[src/rtl/data_link_pkg.sv]
// Shared types and constants for the byte-level frame parser.
package data_link_pkg;

  typedef enum logic [1:0] {
    HUNT    = 2'd0,
    LEN     = 2'd1,
    PAYLOAD = 2'd2,
    CSUM    = 2'd3
  } state_t;

  localparam logic [1:0] ERR_NONE    = 2'b00;
  localparam logic [1:0] ERR_LEN     = 2'b01;
  localparam logic [1:0] ERR_CSUM    = 2'b10;
  localparam logic [1:0] ERR_TIMEOUT = 2'b11;

  localparam logic [7:0] DEFAULT_SYNC_BYTE = 8'hA5;

endpackage

[src/rtl/frame_idle_timer.sv]
// Counts consecutive idle cycles while a frame is open; expire is a combinational
// pulse on the TIMEOUT_CYC-th idle cycle. No backpressure.
module frame_idle_timer #(
  parameter int TIMEOUT_CYC = 32
) (
  input  logic clk,
  input  logic rst,
  input  logic active,
  input  logic din_en,
  output logic expire
);

  // Only needs to reach TIMEOUT_CYC-1; the final idle cycle is detected, not counted.
  localparam int W = (TIMEOUT_CYC > 2) ? $clog2(TIMEOUT_CYC) : 1;
  localparam logic [W-1:0] LAST = W'(TIMEOUT_CYC - 1);

  logic [W-1:0] idle_cnt;

  assign expire = active && !din_en && (idle_cnt == LAST);

  always_ff @(posedge clk) begin
    if (rst || !active || din_en || expire) begin
      idle_cnt <= '0;
    end else begin
      idle_cnt <= idle_cnt + 1'b1;
    end
  end

endmodule

[src/rtl/byte_frame_parser.sv]
// Sync/length/payload/checksum frame parser with saturating ok/err counters.
// All outputs registered, 1 cycle after the sampling edge; no backpressure.
module byte_frame_parser
  import data_link_pkg::*;
#(
  parameter logic [7:0] SYNC_BYTE   = DEFAULT_SYNC_BYTE,
  parameter int         MAX_LEN     = 64,
  parameter int         TIMEOUT_CYC = 32
) (
  input  logic        clk,
  input  logic        rst,
  input  logic [7:0]  din,
  input  logic        din_en,
  output logic [7:0]  dout,
  output logic        dout_en,
  output logic        sof,
  output logic        eof,
  output logic        frame_ok,
  output logic        frame_err,
  output logic [1:0]  err_code,
  output logic [15:0] ok_cnt,
  output logic [15:0] err_cnt
);

  localparam logic [7:0] MAX_LEN_B = 8'(MAX_LEN);

  state_t     state, state_nxt;
  logic [7:0] len, cnt, csum;
  logic       expire;
  logic       len_bad, last_byte;

  logic       dout_en_d, sof_d, eof_d, ok_d, err_d;
  logic [1:0] code_d;

  frame_idle_timer #(.TIMEOUT_CYC(TIMEOUT_CYC)) u_idle_timer (
    .clk    (clk),
    .rst    (rst),
    .active (state != HUNT),
    .din_en (din_en),
    .expire (expire)
  );

  assign len_bad   = (din == 8'd0) || (din > MAX_LEN_B);
  assign last_byte = (cnt == len - 8'd1);

  always_ff @(posedge clk) begin
    if (rst) state <= HUNT;
    else     state <= state_nxt;
  end

  always_comb begin
    state_nxt = state;
    if (expire) begin
      state_nxt = HUNT;
    end else if (din_en) begin
      case (state)
        HUNT:    if (din == SYNC_BYTE) state_nxt = LEN;
        LEN:     state_nxt = len_bad ? HUNT : PAYLOAD;
        PAYLOAD: if (last_byte) state_nxt = CSUM;
        CSUM:    state_nxt = HUNT;
        default: state_nxt = HUNT;
      endcase
    end
  end

  always_comb begin
    dout_en_d = 1'b0;
    sof_d     = 1'b0;
    eof_d     = 1'b0;
    ok_d      = 1'b0;
    err_d     = 1'b0;
    code_d    = ERR_NONE;
    if (expire) begin
      err_d  = 1'b1;
      code_d = ERR_TIMEOUT;
    end else if (din_en) begin
      case (state)
        LEN: if (len_bad) begin
          err_d  = 1'b1;
          code_d = ERR_LEN;
        end
        PAYLOAD: begin
          dout_en_d = 1'b1;
          sof_d     = (cnt == 8'd0);
          eof_d     = last_byte;
        end
        CSUM: if (din == csum) begin
          ok_d = 1'b1;
        end else begin
          err_d  = 1'b1;
          code_d = ERR_CSUM;
        end
        default: ;
      endcase
    end
  end

  always_ff @(posedge clk) begin
    if (rst) begin
      dout      <= '0;
      dout_en   <= 1'b0;
      sof       <= 1'b0;
      eof       <= 1'b0;
      frame_ok  <= 1'b0;
      frame_err <= 1'b0;
      err_code  <= ERR_NONE;
      ok_cnt    <= '0;
      err_cnt   <= '0;
      len       <= '0;
      cnt       <= '0;
      csum      <= '0;
    end else begin
      dout_en   <= dout_en_d;
      sof       <= sof_d;
      eof       <= eof_d;
      frame_ok  <= ok_d;
      frame_err <= err_d;
      err_code  <= code_d;
      if (dout_en_d) dout <= din;
      if (ok_d && ok_cnt != 16'hFFFF)   ok_cnt  <= ok_cnt + 16'd1;
      if (err_d && err_cnt != 16'hFFFF) err_cnt <= err_cnt + 16'd1;
      // The length byte seeds the checksum; payload bytes accumulate mod 256.
      if (din_en && state == LEN && !len_bad) begin
        len  <= din;
        csum <= din;
        cnt  <= '0;
      end else if (din_en && state == PAYLOAD) begin
        csum <= csum + din;
        cnt  <= cnt + 8'd1;
      end
    end
  end

endmodule

[config.mk]
export PLATFORM = sky130hd
export DESIGN_NAME = byte_frame_parser
export DESIGN_NICKNAME = d
export VERILOG_FILES = /design/src/rtl/data_link_pkg.sv /design/src/rtl/frame_idle_timer.sv /design/src/rtl/byte_frame_parser.sv
export SDC_FILE = /design/constraint.sdc
export NUM_CORES = 1
export LEC_CHECK = 0
export ABC_AREA = 1
export BUFFER_PORTS_ARGS = -buffer_cell sky130_fd_sc_hd__buf_2
export CAP_MARGIN = 10
export CORE_MARGIN = 1.5
export CORE_UTILIZATION = 58
export CTS_CLUSTER_SIZE = 40
export DETAILED_ROUTE_END_ITERATION = 8
export GPL_ROUTABILITY_DRIVEN = 0
export PLACE_DENSITY_LB_ADDON = 0.3
export SLEW_MARGIN = 20
export SYNTH_ARGS = -nofsm -noshare
export SYNTH_HDL_FRONTEND = slang
export SYNTH_SLANG_ARGS = --single-unit
[constraint.sdc]
create_clock -name clk -period 2.55 [get_ports clk]
set_clock_uncertainty 0.05 [all_clocks]
set_input_delay 0.1275 -clock clk [delete_from_list [all_inputs] [get_ports clk]]
set_output_delay 0.1275 -clock clk [all_outputs]
set_load 0.03 [all_outputs]
# == Yosys cells after proc, flatten, opt, wreduce, memory -nomap -nowiden ==
# Index checks and enable logic that the tools add are counted.
# word_totals
ff_bits,78
output_inout_bits,47
word_cells,80
# op_classes
addsub,6
magnitude_cmp,1
n_eq_ne,11
mux,23
bitwise_logic,2
reduce_logical,23
# op_table
operator,count
"16-bit by 1-bit adder with 16-bit output, second input constant",2
"16-bit inequality test, second input constant",2
8-bit equality test,2
8-bit zero test,2
8-bit 2-to-1 mux,2
1-bit 2-to-1 mux,12
2-bit 2-to-1 mux,6
"8-bit by 1-bit adder with 8-bit output, second input constant",1
8-bit adder,1
"8-bit equality test, second input constant",1
"8-bit by 7-bit greater-than comparator with 1-bit output, second input constant",1
2-bit one-hot mux with 4 select lines,1
"8-bit by 1-bit subtractor with 8-bit output, second input constant",1
1-bit logical AND,7
"5-bit by 1-bit adder with 5-bit output, second input constant",1
"5-bit equality test, second input constant",1
"2-bit equality test, second input constant",2
1-bit logical OR,4
"2-bit inequality test, second input constant",2
2-bit one-hot mux with 2 select lines,1
2-bit nonzero test,2
2-bit OR reduction,2
4-bit OR reduction,1
1-bit zero test,3
5 further kinds,6

# == Longest topological paths before layout ==
# depth
ltp_word,7
depth_mapped,13

# == Modules after synthesis ==
# From an unflattened synthesis, not the netlist that was laid out.
# unflattened
hier_cells,610
area_unflattened_um2,4337.9
# by_module_without_submodules
mod,n_inst,cells_per_inst,area_each_um2,seq_area_each_um2
byte_frame_parser,1,584,4121.5,1461.4
frame_idle_timer,1,26,216.5,100.1

# == Worst setup path after synthesis ==
# Ideal clock, no wire load.
# synth_path
path_kind,register -> register
from,register err_cnt[0]
to,register err_cnt[11]
setup_time_ns,0.132
arrival_ns,1.804
path_slack_ns,0.564
stages_incl_launch_ff,9
n_path_buf,1
synth_period_minus_slack_ns,1.986
path_cell_list,dfxtp_1 > ha_1 > nor3b_2 > nand2_2 > nor2_4 > nand4_4 > clkbuf_1 > nand3_1 > a21oi_2
# synth_via
elab_chain_cells,2
word_cells_on_any_way,3
classes_between,1 x add/sub; 1 x eq/ne; 1 x reduce/logical
# synth_rtl
element,line_no,rtl
from (decl),byte_frame_parser.sv:22,output logic [15:0] err_cnt
from (signal assigned),byte_frame_parser.sv:121,if (err_d && err_cnt != 16'hFFFF) err_cnt <= err_cnt + 16'd1;
branches (longest 2 deep; another with 16-bit by 1-bit adder with 16-bit output),n/a,
# Several ways; the timed one is not identified.
# A chain may end at the register's enable or synchronous reset.

# == Worst setup path after layout ==
# layout_path
from,register csum[4]
to,register err_cnt[0]
# layout_via
elab_chain_cells,6
# layout_rtl
element,line_no,rtl
from (decl),byte_frame_parser.sv:28,"logic [7:0] len, cnt, csum;"
from (signal assigned),byte_frame_parser.sv:125,csum <= din;
from (signal assigned),byte_frame_parser.sv:128,csum <= csum + din;
8-bit equality test,byte_frame_parser.sv:87,CSUM: if (din == csum) begin
1-bit 2-to-1 mux,byte_frame_parser.sv:87,
1-bit one-hot mux with 2 select lines,byte_frame_parser.sv:77,case (state)
1-bit 2-to-1 mux,byte_frame_parser.sv:76,end else if (din_en) begin
1-bit 2-to-1 mux,byte_frame_parser.sv:73,if (expire) begin
1-bit logical AND,byte_frame_parser.sv:121,
# Every way passes these cells.

==> results.toml <==
[floorplanning]
start_util_pct = 60.8
dieArea_sq_mm = 0.00772
chipWidth_um = 87.9
die_height_um = 87.9
core-area_sq_mm = 0.00687
pin_count = 58
num_rows = 30

[critical_path]
cp-start-kind = "flip-flop"
path_cells = "ha_1 -> inv_1 -> nand4_1 -> nor2_1 -> nand2_1 -> a21boi_1 -> nand2_1 -> nand2_4 -> inv_2 -> nor2_1 -> nor2_1"
critPathKind = "reg2reg"
crit_slowest_cell = "ha_1"
r2r_cells = 11
worstPathArrival_ps = 2390
required_ps = 2750
crit_path_end_kind = "flip-flop"
slowest_delay_ps = 330
critPathLaunch = "csum[4]"
crit_fanout = 17
crit_top_cell = "nor2_1"
r2r_end = "err_cnt[0]"
r2r_start = "csum[4]"
regToRegSetupSlack_ps = 360

[cells_and_area]
layout-drive-gt1-share_pct = 14.3
area_growth_pct = 14.0
fin_nets = 691
diodes = 0
multi_input_area_sq_mm = 0.00229
seq_area_sq_mm = 0.00156
final_cells = 766
fill_cells = 616

[clocking]
cts-root-buf = "clkbuf_8"
ctsHoldBuffers = 0
post-cts-setup-buffers = 0
clock_sinks = 78
cts_resized = 0
cts_buffer_depth = 2
clk_latency_ps = 350
cts_tree = "built"
clk_pin_slew_ps = 80
cts_htree_levels = 3
cts_made_buffers = 9

[power_and_ir_drop]
power_density_mw_per_mm2 = 470
ir_drop_mv = 0.272
p_leak_nw = 2.06

[sta]
final.setup.tns_ps = 0
period_share_pct = 85.8
period_needed_ps = 2190
hold_viol = 0
tightest_slew_ps = 558
slew_viol_final = 0
setup_viol = 0
fmax_ghz = 0.457
rsz0062_at_grt = "false"
relSlewSlack_pct = 62.8

[synthesis]
synth-edff-count = 0
synth.most_common_cell = "nand2_1"
yosysWarnings = 0
synthCells = 606
syn_area_sq_mm = 0.00418
async_flop_share_pct = 0
yosysSeqAreaShare_pct = 37.4
synthFlopType = "dfxtp_1"
yosys.cell_types.count = 34
synth_top_area_share_pct = 37.4
ys_seq_elements = 78
avgSynthCellArea_sq_um = 6.90
synth_area_leaders = "dfxtp_1, nand2_1, nand3_1"
syn-num-nets = 632
yosysTopAreaCell = "dfxtp_1"
netlist_top_cells_count = "nand2_1, dfxtp_1, nor2_1, nand3_1, inv_1"

[route]
num_vias = 4261
drc = 0
route.met3.wl_um = 808
vias_per_cell = 5.56
drtAntennaViolNets = 0
wl_um = 10200
drt_iter0_markers = 229
drt_first_pass_iters = 4
top_layer = "met4"
routedWlPerCell_um = 13.3
wl_met2_um = 4930
wl_met1_um = 4270

[global_route]
antenna_found_initial = 0
grt_overflow_total = 0
grt_start_max_net_pins = 50
grt_pass1_vias = 3965
grt_usage_pct = 27.8
grt_pass1_wl_um = 17100

[place]
placed_cells = 750
port_buffers = 57
post-dp-hpwl_um = 7260

[min_path]
hold_start = "din[0]"
worstHoldPathCells = 3
min_to = "dout[0]"
hp-class = "in2reg"

[outcome]
status = "completed"

[run]
maxCapViolCount = 0
[sequential cells by signal (all words and copies together) (netlist names), named ones only]
signal	flops
ok_cnt	16
state	1
dout_en	1
frame_err	1
len	8
dout	8
frame_ok	1
err_code	2
cnt	8
eof	1
u_idle_timer.idle_cnt	5
sof	1
csum	8
err_cnt	16
[logic make-up (layout without fill, tap and decap cells)]
logic type | Yosys count | after routing | share of synthesized area (%)
flip-flops | 78 | 78 | 37.4
AO/OA/AOI/OAI | 83 | 83 | 10.7
buffers and inverters | 83 | 147 | 7.75
adder cells (fa/ha/maj) | 15 | 15 | 4.67
XOR/XNOR | 30 | 30 | 6.29
AND/OR/NAND/NOR | 317 | 317 | 33.3
[power breakdown]
| part | switching, mW | internal [mW] |
|---|---|---|
| clock | 0.438 | 0.501 |
| sequential | 0.000544 | 1.22 |
| combinational | 0.0597 | 0.0222 |
| total | 0.499 | 1.74 |
[area by class of cell]
type | count | area share (%)
Clock buffer | 12 | 3.26
Clock inverter | 4 | 0.945
Inverter | 67 | 5.28
Tap cell | 96 | 2.52
Timing Repair Buffer | 64 | 7.09
Sequential cell | 78 | 32.8
Multi-Input combinational cell | 445 | 48.1
[how the worst max path moves through the flow]
stage                       end
floorplan           err_cnt[11]
global placement     err_cnt[0]
detailed placement   err_cnt[0]
CTS                  err_cnt[0]
global route         err_cnt[2]
finish               err_cnt[0]
[layer usage]
layer,up-vias,track usage (%)
met1,1954,34.0
met4,0,11.3
met2,192,48.0
li1,2094,-
met5,-,0
met3,21,5.18
[worst max-delay path: cells and delay by family, from the launching register on]
family | cells | cell delay, ps
buffers and inverters | 2 | 180
AND/OR/NAND/NOR | 7 | 980
flip-flops | 1 | 320
AO/OA/AOI/OAI | 1 | 220
adder cells (fa/ha/maj) | 1 | 330
[metrics by stage]
step / power (mW) / setup WS (ps) / cell area [sq um] / util [%] / hold slack [ps]
6_report: 2.24 / 361 / 4760 / 69.4 / 17.2
5_1_grt: 2.33 / 170 / 4760 / 69.4 / 43.4
4_1_cts: 2.25 / 379 / 4760 / 69.4 / 19.6
3_5_place_dp: 1.33 / 398 / 4560 / 66.4 / 385
3_3_place_gp: 1.32 / 515 / 4560 / 66.4 / 378
2_1_floorplan: 1.30 / 564 / 4180 / - / 221
[layout by cell type (no fill, tap or decap), types with 6 or more instances in the layout]
master / n
xor2_1: 21
nand4_1: 11
nor3_1: 17
dfxtp_1: 78
xnor2_1: 9
buf_4: 7
o22ai_1: 6
inv_1: 61
inv_2: 6
nor2_1: 72
buf_2: 57
o21ai_0: 16
clkbuf_8: 11
ha_1: 14
a21oi_1: 48
nand2_1: 138
nand3_1: 64
Note: power is estimated with default switching activity, not from simulation.
